--- config.mk ---
export PLATFORM = sky130hd
export DESIGN_NAME = fifo_wr_arbiter
export DESIGN_NICKNAME = d
export VERILOG_FILES = /design/src/rtl/fifo_wr_arbiter.sv
export SDC_FILE = /design/constraint.sdc
export NUM_CORES = 1
export LEC_CHECK = 0
export CAP_MARGIN = 20
export CORE_UTILIZATION = 50
export CTS_CLUSTER_SIZE = 28
export DETAILED_ROUTE_END_ITERATION = 10
export DONT_BUFFER_PORTS = 1
export SYNTH_ARGS = -nofsm -noshare
export SYNTH_HDL_FRONTEND = slang
export SYNTH_SLANG_ARGS = --single-unit
export TNS_END_PERCENT = 10
--- constraint.sdc ---
create_clock -name wr_clk -period 4.2 [get_ports wr_clk]
set_input_delay 0.84 -clock wr_clk [delete_from_list [all_inputs] [get_ports wr_clk]]
set_output_delay 0.84 -clock wr_clk [all_outputs]
set_load 0.005 [all_outputs]
--- src/rtl/fifo_wr_arbiter.sv ---
// Round-robin write-port arbiter for an async FIFO: admits whole bursts only when
// the FIFO has room for every beat, then streams the owner's beats into wr_en/wr_data.
module fifo_wr_arbiter #(
    parameter  int DATA_W    = 16,
    parameter  int FIFO_D    = 32,
    parameter  int NUM_REQ   = 4,
    parameter  int MAX_BURST = 8,
    localparam int LEN_W     = $clog2(MAX_BURST + 1),
    localparam int ID_W      = $clog2(NUM_REQ),
    localparam int RA_W      = $clog2(FIFO_D) + 1
) (
    input  logic                        wr_clk,
    input  logic                        rst_n,
    input  logic [NUM_REQ-1:0]          req,
    input  logic [NUM_REQ*LEN_W-1:0]    req_len,
    input  logic [NUM_REQ*DATA_W-1:0]   req_data,
    output logic [NUM_REQ-1:0]          data_ack,
    output logic [NUM_REQ-1:0]          gnt,
    output logic [ID_W-1:0]             cur_id,
    output logic                        busy,
    input  logic [RA_W-1:0]             room_avail,
    input  logic                        fifo_full,
    output logic                        wr_en,
    output logic [DATA_W-1:0]           wr_data
);

    typedef enum logic [1:0] {
        ST_IDLE,
        ST_BURST,
        ST_GAP
    } state_e;

    state_e               state_q, state_d;
    logic [NUM_REQ-1:0]   gnt_q, gnt_d;
    logic [ID_W-1:0]      cur_id_q, cur_id_d;
    logic [ID_W-1:0]      rr_last_q, rr_last_d;
    logic [LEN_W-1:0]     cnt_q, cnt_d;

    logic [NUM_REQ-1:0]   eligible;
    logic                 win_found;
    logic [ID_W-1:0]      win_id;
    logic [ID_W-1:0]      rr_idx;
    int                   idx_int;
    logic [LEN_W-1:0]     win_len;

    // A zero or oversize length can never be admitted, so it never blocks others.
    always_comb begin
        for (int i = 0; i < NUM_REQ; i++) begin
            eligible[i] = req[i]
                       && (req_len[i*LEN_W +: LEN_W] != '0)
                       && (int'(req_len[i*LEN_W +: LEN_W]) <= MAX_BURST)
                       && (int'(room_avail) >= int'(req_len[i*LEN_W +: LEN_W]));
        end
    end

    // NOTE: every signal written in an always_comb gets a default first, so no
    // path through the block can leave a value held and infer a latch.
    always_comb begin
        win_found = 1'b0;
        win_id    = '0;
        rr_idx    = '0;
        idx_int   = 0;
        for (int k = 1; k <= NUM_REQ; k++) begin
            idx_int = int'(rr_last_q) + k;
            if (idx_int >= NUM_REQ) idx_int = idx_int - NUM_REQ;
            rr_idx = ID_W'(idx_int);
            if (!win_found && eligible[rr_idx]) begin
                win_found = 1'b1;
                win_id    = rr_idx;
            end
        end
    end

    assign win_len = req_len[win_id*LEN_W +: LEN_W];

    assign wr_en    = (state_q == ST_BURST) && !fifo_full;
    assign data_ack = wr_en ? gnt_q : '0;
    assign wr_data  = req_data[cur_id_q*DATA_W +: DATA_W];
    assign gnt      = gnt_q;
    assign cur_id   = cur_id_q;
    assign busy     = (state_q != ST_IDLE);

    always_comb begin
        state_d   = state_q;
        gnt_d     = gnt_q;
        cur_id_d  = cur_id_q;
        cnt_d     = cnt_q;
        rr_last_d = rr_last_q;
        case (state_q)
            ST_IDLE: begin
                if (win_found) begin
                    gnt_d     = NUM_REQ'(1) << win_id;
                    cur_id_d  = win_id;
                    cnt_d     = win_len;
                    rr_last_d = win_id;
                    state_d   = ST_BURST;
                end
            end
            ST_BURST: begin
                if (wr_en) begin
                    cnt_d = cnt_q - LEN_W'(1);
                    if (cnt_q == LEN_W'(1)) begin
                        gnt_d   = '0;
                        state_d = ST_GAP;
                    end
                end
            end
            // One dead cycle lets room_avail catch up with the burst's writes.
            ST_GAP:  state_d = ST_IDLE;
            default: state_d = ST_IDLE;
        endcase
    end

    // NOTE: sequential state uses non-blocking assignments so every register
    // samples the pre-edge values, independent of statement order.
    always_ff @(posedge wr_clk or negedge rst_n) begin
        if (!rst_n) begin
            state_q   <= ST_IDLE;
            gnt_q     <= '0;
            cur_id_q  <= '0;
            cnt_q     <= '0;
            rr_last_q <= ID_W'(NUM_REQ - 1);
        end else begin
            state_q   <= state_d;
            gnt_q     <= gnt_d;
            cur_id_q  <= cur_id_d;
            cnt_q     <= cnt_d;
            rr_last_q <= rr_last_d;
        end
    end

endmodule

==> results.cfg, run 1 <==
[status]
status = finished clean

[sta]
slew_viol_final = 0
tightest_slew_ps = 947.5
finalHoldViolations = 0
period_needed_ps = 2930
setup_viol = 0
finalCritPeriodShare_pct = 69.76
maxSlewHeadroom_pct = 36.84
clock_skew_ps = 5.998
rsz0062_at_grt = no
fmax_ghz = 0.3413
tns_ps = 0

[layout]
nets = 296
drive_gt1_share_pct = 21.20
ff_latch_area_sq_um = 352.8
syn2layout_area_growth_pct = 3.791
fillCellCount = 320
multiInputGateArea_sq_mm = 0.001363
diodes = 0

[routing]
drc = 0
ant_nets = 0
drt-total-wl_um = 4390
num_vias = 1511
drt-pass1-iter-count = 4
drtIter0Drc = 41
viasPerCell = 6.570
avgRoutedWirePerCell_um = 19.09

[die]
core_area_sq_mm = 0.003416
num_rows = 21
die_w_um = 62.26
io_pins = 121
fp.dieH_um = 62.26
dieArea_sq_mm = 0.003876
initial_core_util_pct = 53.15

[clock_network]
h-tree-depth = 1
cts-hold-fix-buffers = 0
cts.clk_slew.worst_paths_ps = 80
cts_buffers = 3
post-cts-setup-buffers = 0
cts_tree = done
insertion_delay_ps = 270
clkSinkCount = 14
ctsRootBufferMaster = clkbuf_4
ctsLongestPathBuffers = 2
cts-resized-gates = 0

[grt]
grt_overflow = 0
grt_usage_pct = 23.15
grt_pass1_vias = 1558
grt_pass1_wl_um = 7182
grt_max_degree = 21
antenna_found_initial = 0

[logic_synthesis]
synth_flop_cell = dfrtp_1
ys_async_sr_fraction_pct = 100.0
synth_edf_count = 0
syn_inst = 185
ys_seq_area_share_pct = 19.43
yosysWarnings = 0
synth_top_area_share_pct = 19.85
synth_seq_cells = 14
synth_top_area_cell = mux4_2
syn_area_sq_mm = 0.001815
synthDistinctLibCells = 52
synthTopCellsByArea = mux4_2, dfrtp_1, ha_1
syn_nets = 296
syn_area_per_cell_sq_um = 9.813

[place]
gp_congestion = 0.9106
portBuffers = 0
dp_hpwl_um = 3886

[power_and_ir_drop]
p_comb_share_pct = 53.4
seq_power_share_pct = 36.0
intPower_uw = 511.6
sw_frac_of_total_pct = 41.26
p_switching_uw = 359.3
p_total_uw = 870.8
power_frac_clock_pct = 10.6
ir_drop_mv = 0.1698
cellLeakagePower_nw = 0.7994
power_density_mw_per_mm2 = 462.2

[critical_path]
critPathArrivalTime_ps = 3080
worstSetupEndpointType = flop
start_kind = input port
required_ps = 4350
crit_fanout = 10
critPathKind = in2reg

[flow_run]
cap_viol_max_count = 0

[min_path]
hold_class = in2async
worst max-delay path: stages:
cell      delay [ps]
inv_1            100
ha_1             250
nand2b_1         140
a211oi_1         250
o21ai_1          170
o211a_1          220
a221oi_4         410
nand2_4          180
mux2i_1          170
a221o_1          350
metal layers:
layer,global-route usage [%],part of all wire (%),up-vias
met1,26.53,39,720
met4,5.814,0.43,0
met3,5.147,8.2,2
li1,-,-,703
met5,0,0,-
met2,43.13,53,86
power by group through the flow:
stage	clock, mW	sequential (mW)	combinational [mW]
after floorplan	0	0.243	0.461
after global placement	0	0.313	0.457
after detailed placement	0	0.320	0.469
after CTS	0.0960	0.316	0.470
after global routing	0.103	0.334	0.509
final	0.0924	0.313	0.465
logic make-up after synthesis:
logic type / after synthesis / synth area share [%]
mux: 22 / 23.29
buf+inv: 24 / 5.513
simple gates: 56 / 18.26
flops: 14 / 19.43
fa+ha+maj: 18 / 12.41
compound gates: 47 / 19.16
xor+xnor: 4 / 1.930
synthesized netlist by cell type (all sizes together), types with 2 or more instances:
library cell,number
a211oi,4
a21o,2
a21oi,8
a221oi,2
and2,9
and3,4
buf,3
clkbuf,3
dfrtp,12
dfstp,2
ha,18
inv,18
mux2,2
mux2i,4
mux4,16
nand2,10
nand2b,7
nand3,4
nand4,2
nor2,8
nor2b,3
nor3,4
nor4b,2
o21a,3
o21ai,15
o31ai,3
or2,2
xnor2,4
worst paths after layout:
check / endpoint / start / slack [ps] / cells after the start
setup / recovery: cnt_q[1] / room_avail[0] / 1270 / 10
hold / removal: gnt[1] / rst_n / 250 / 0
setup reg to reg: cnt_q[1] / rr_last_q[1] / 2190 / 4
hold reg to reg: gnt[1] / gnt[1] / 560 / 2
max in group asynchronous: rr_last_q[1] / rst_n / 3780 / 0
min in group wr_clk: gnt[1] / gnt[1] / 560 / 2
stage by stage:
step	area [sq um]	hold WS, ps	util, %	setup WS [ps]	std cells
floorplan	1815	503.4	-	1266	185
global placement	1848	532.0	54.10	1053	226
detailed placement	1848	544.7	54.10	980.8	226
CTS	1884	238.2	55.16	1277	230
global route	1884	226.3	55.16	1105	230
finish	1884	250.5	55.16	1270	230
area by class of cell:
type                       instances  share of cell area (%)
tap                               46                   3.054
timing repair buffer               1                  0.3984
multi-input combinational        147                   72.31
inverter                          18                   3.586
sequential                        14                   18.73
clock buffer                       4                   1.926
placed cells by master, fill, tap and decap left out, drive strengths merged, types with 2 or more instances in the layout:
master,netlist,layout
dfstp,2,2
nor2b,3,3
inv,18,18
or2,2,2
a221oi,2,2
ha,18,18
nand2b,7,7
dfrtp,12,12
mux4,16,16
mux2,2,2
and2,9,9
nand2,10,10
and3,4,4
a21o,2,2
o31ai,3,3
nor2,8,8
a211oi,4,4
a21oi,8,8
clkbuf,3,4
xnor2,4,4
nand3,4,4
nor3,4,4
o21ai,15,15
o21a,3,3
nor4b,2,2
mux2i,4,4
nand4,2,2
sequential cells by signal, indices dropped and copies added, names as in the netlist:
name,flops
rr_last_q,2
cur_id,2
cnt_q,4
gnt,4
state_q,2
(Power assumes the default switching activity.)
==> inputs of run 2 (changes only) <==
- PLACE_DENSITY: not set -> 0.68
- clock period: 4.2 -> 2.5 ns (I/O delays scaled with it)
==> results.cfg, run 2 (synthesized netlist as in run 1, its figures left out) <==
[clock_network]
ctsRootBufferMaster = clkbuf_4
clkSinkCount = 14
cts.clk_slew.worst_paths_ps = 90
insertion_delay_ps = 280
ctsLongestPathBuffers = 2
cts_buffers = 3
cts_tree = done
post-cts-setup-buffers = 0
h-tree-depth = 1

[sta]
maxSlewHeadroom_pct = 54.30
fmax_ghz = 0.4149
finalCritPeriodShare_pct = 96.40
period_needed_ps = 2410
rsz0062_at_grt = no
finalHoldViolations = 0
slew_viol_final = 0
tightest_slew_ps = 685.5
clock_skew_ps = 12.12
setup_viol = 0

[routing]
viasPerCell = 6.392
drt-total-wl_um = 4870
ant_nets = 0
num_vias = 1534
drtIter0Drc = 91
avgRoutedWirePerCell_um = 20.29
drc = 0
drt-pass1-iter-count = 4

[place]
dp_hpwl_um = 4225
portBuffers = 0
gp_congestion = 0.8590
placed_area_sq_mm = 0.001924

[grt]
grt_usage_pct = 25.19
grt_pass1_wl_um = 7527
grt_overflow = 0
grt_pass1_vias = 1567
grt_max_degree = 19
antenna_found_initial = 0

[layout]
nets = 306
final_common_cell = ha_1
drive_gt1_share_pct = 26.29
final_cell_mix = ha_1, inv_1, mux4_2
diodes = 0
finalInstanceArea_sq_mm = 0.001966
syn2layout_area_growth_pct = 8.270

[die]
num_rows = 21
die_w_um = 62.26
core_area_sq_mm = 0.003416
initial_core_util_pct = 53.15
fp.dieH_um = 62.26
io_pins = 121
dieArea_sq_mm = 0.003876

[critical_path]
critPathArrivalTime_ps = 2550
crit_fanout = 6
critPathKind = in2reg
start_kind = input port
required_ps = 2640
worstSetupEndpointType = flop

[power_and_ir_drop]
p_total_mw = 1.515
power_density_mw_per_mm2 = 770.6
cellLeakagePower_nw = 0.8422
ir_drop_mv = 0.2388

[min_path]
hold_class = in2async

[flow_run]
cap_viol_max_count = 0

[status]
status = finished clean
-- run 2: repair_timing --
| item | CTS | global route |
|---|---|---|
| hold buffers | 1 | 0 |
| gates resized for setup | 0 | 1 |
| endpoints found under the hold margin | 12 | 0 |
| setup endpoints to repair | 0 | 3 |
-- run 2: final cells by class --
class / count / area (sq um)
Timing Repair Buffer: 11 / 85.08
Tap cell: 46 / 57.56
Inverter: 18 / 67.56
Fill cell: 299 / 1450
Multi-Input combinational cell: 147 / 1376
Sequential cell: 14 / 352.8
Clock buffer: 4 / 26.28
-- run 2: path summary, 6_finish.rpt --
| check | startpoint | end | slack (ps) | depth (start not counted) |
|---|---|---|---|---|
| setup / recovery | room_avail[0] | cnt_q[2] | 90 | 11 |
| min in group wr_clk | fifo_full | state_q[0] | 430 | 2 |
| hold / removal | rst_n | rr_last_q[1] | 70 | 0 |
| hold reg to reg | gnt[1] | gnt[1] | 550 | 2 |
| max in group asynchronous | rst_n | gnt[0] | 1480 | 1 |
| setup reg to reg | rr_last_q[1] | cnt_q[2] | 450 | 6 |
-- run 2: report_power, final --
group	internal [mW]	total, mW	switching, mW
registers	0.332	0.467	0.135
logic	0.487	0.917	0.430
clock network	0.0618	0.131	0.0688
-- run 2: layer usage --
| metal | track usage (%) | part of all wire [%] | routed length [um] |
|---|---|---|---|
| met5 | 0 | 0 | 0 |
| met4 | 6.686 | 0.45 | 22 |
| met3 | 4.596 | 6.6 | 322 |
| met2 | 47.53 | 54 | 2628 |
| met1 | 28.86 | 39 | 1896 |
-- run 2: through the flow --
| stage | cells | hold slack (ps) | setup slack (ps) | TNS (ps) | util, % |
|---|---|---|---|---|---|
| after floorplan | 185 | 204.4 | 1.392 | 0 | - |
| after global placement | 235 | 204.7 | -107.5 | -285.3 | 56.34 |
| after detailed placement | 235 | 204.7 | -179.2 | -615.9 | 56.34 |
| after CTS | 240 | 57.44 | 121.2 | 0 | 57.40 |
| after global routing | 240 | 41.20 | 20.89 | 0 | 57.55 |
| final | 240 | 66.37 | 90.01 | 0 | 57.55 |
-- run 2: worst max-delay path: stages --
cell	delay, ps
inv_2	30
ha_1	260
nand2b_1	100
a211oi_1	70
o21a_2	250
nor4b_2	480
a221oi_4	90
buf_4	180
and3_1	150
o21ai_0	270
nand4_1	150
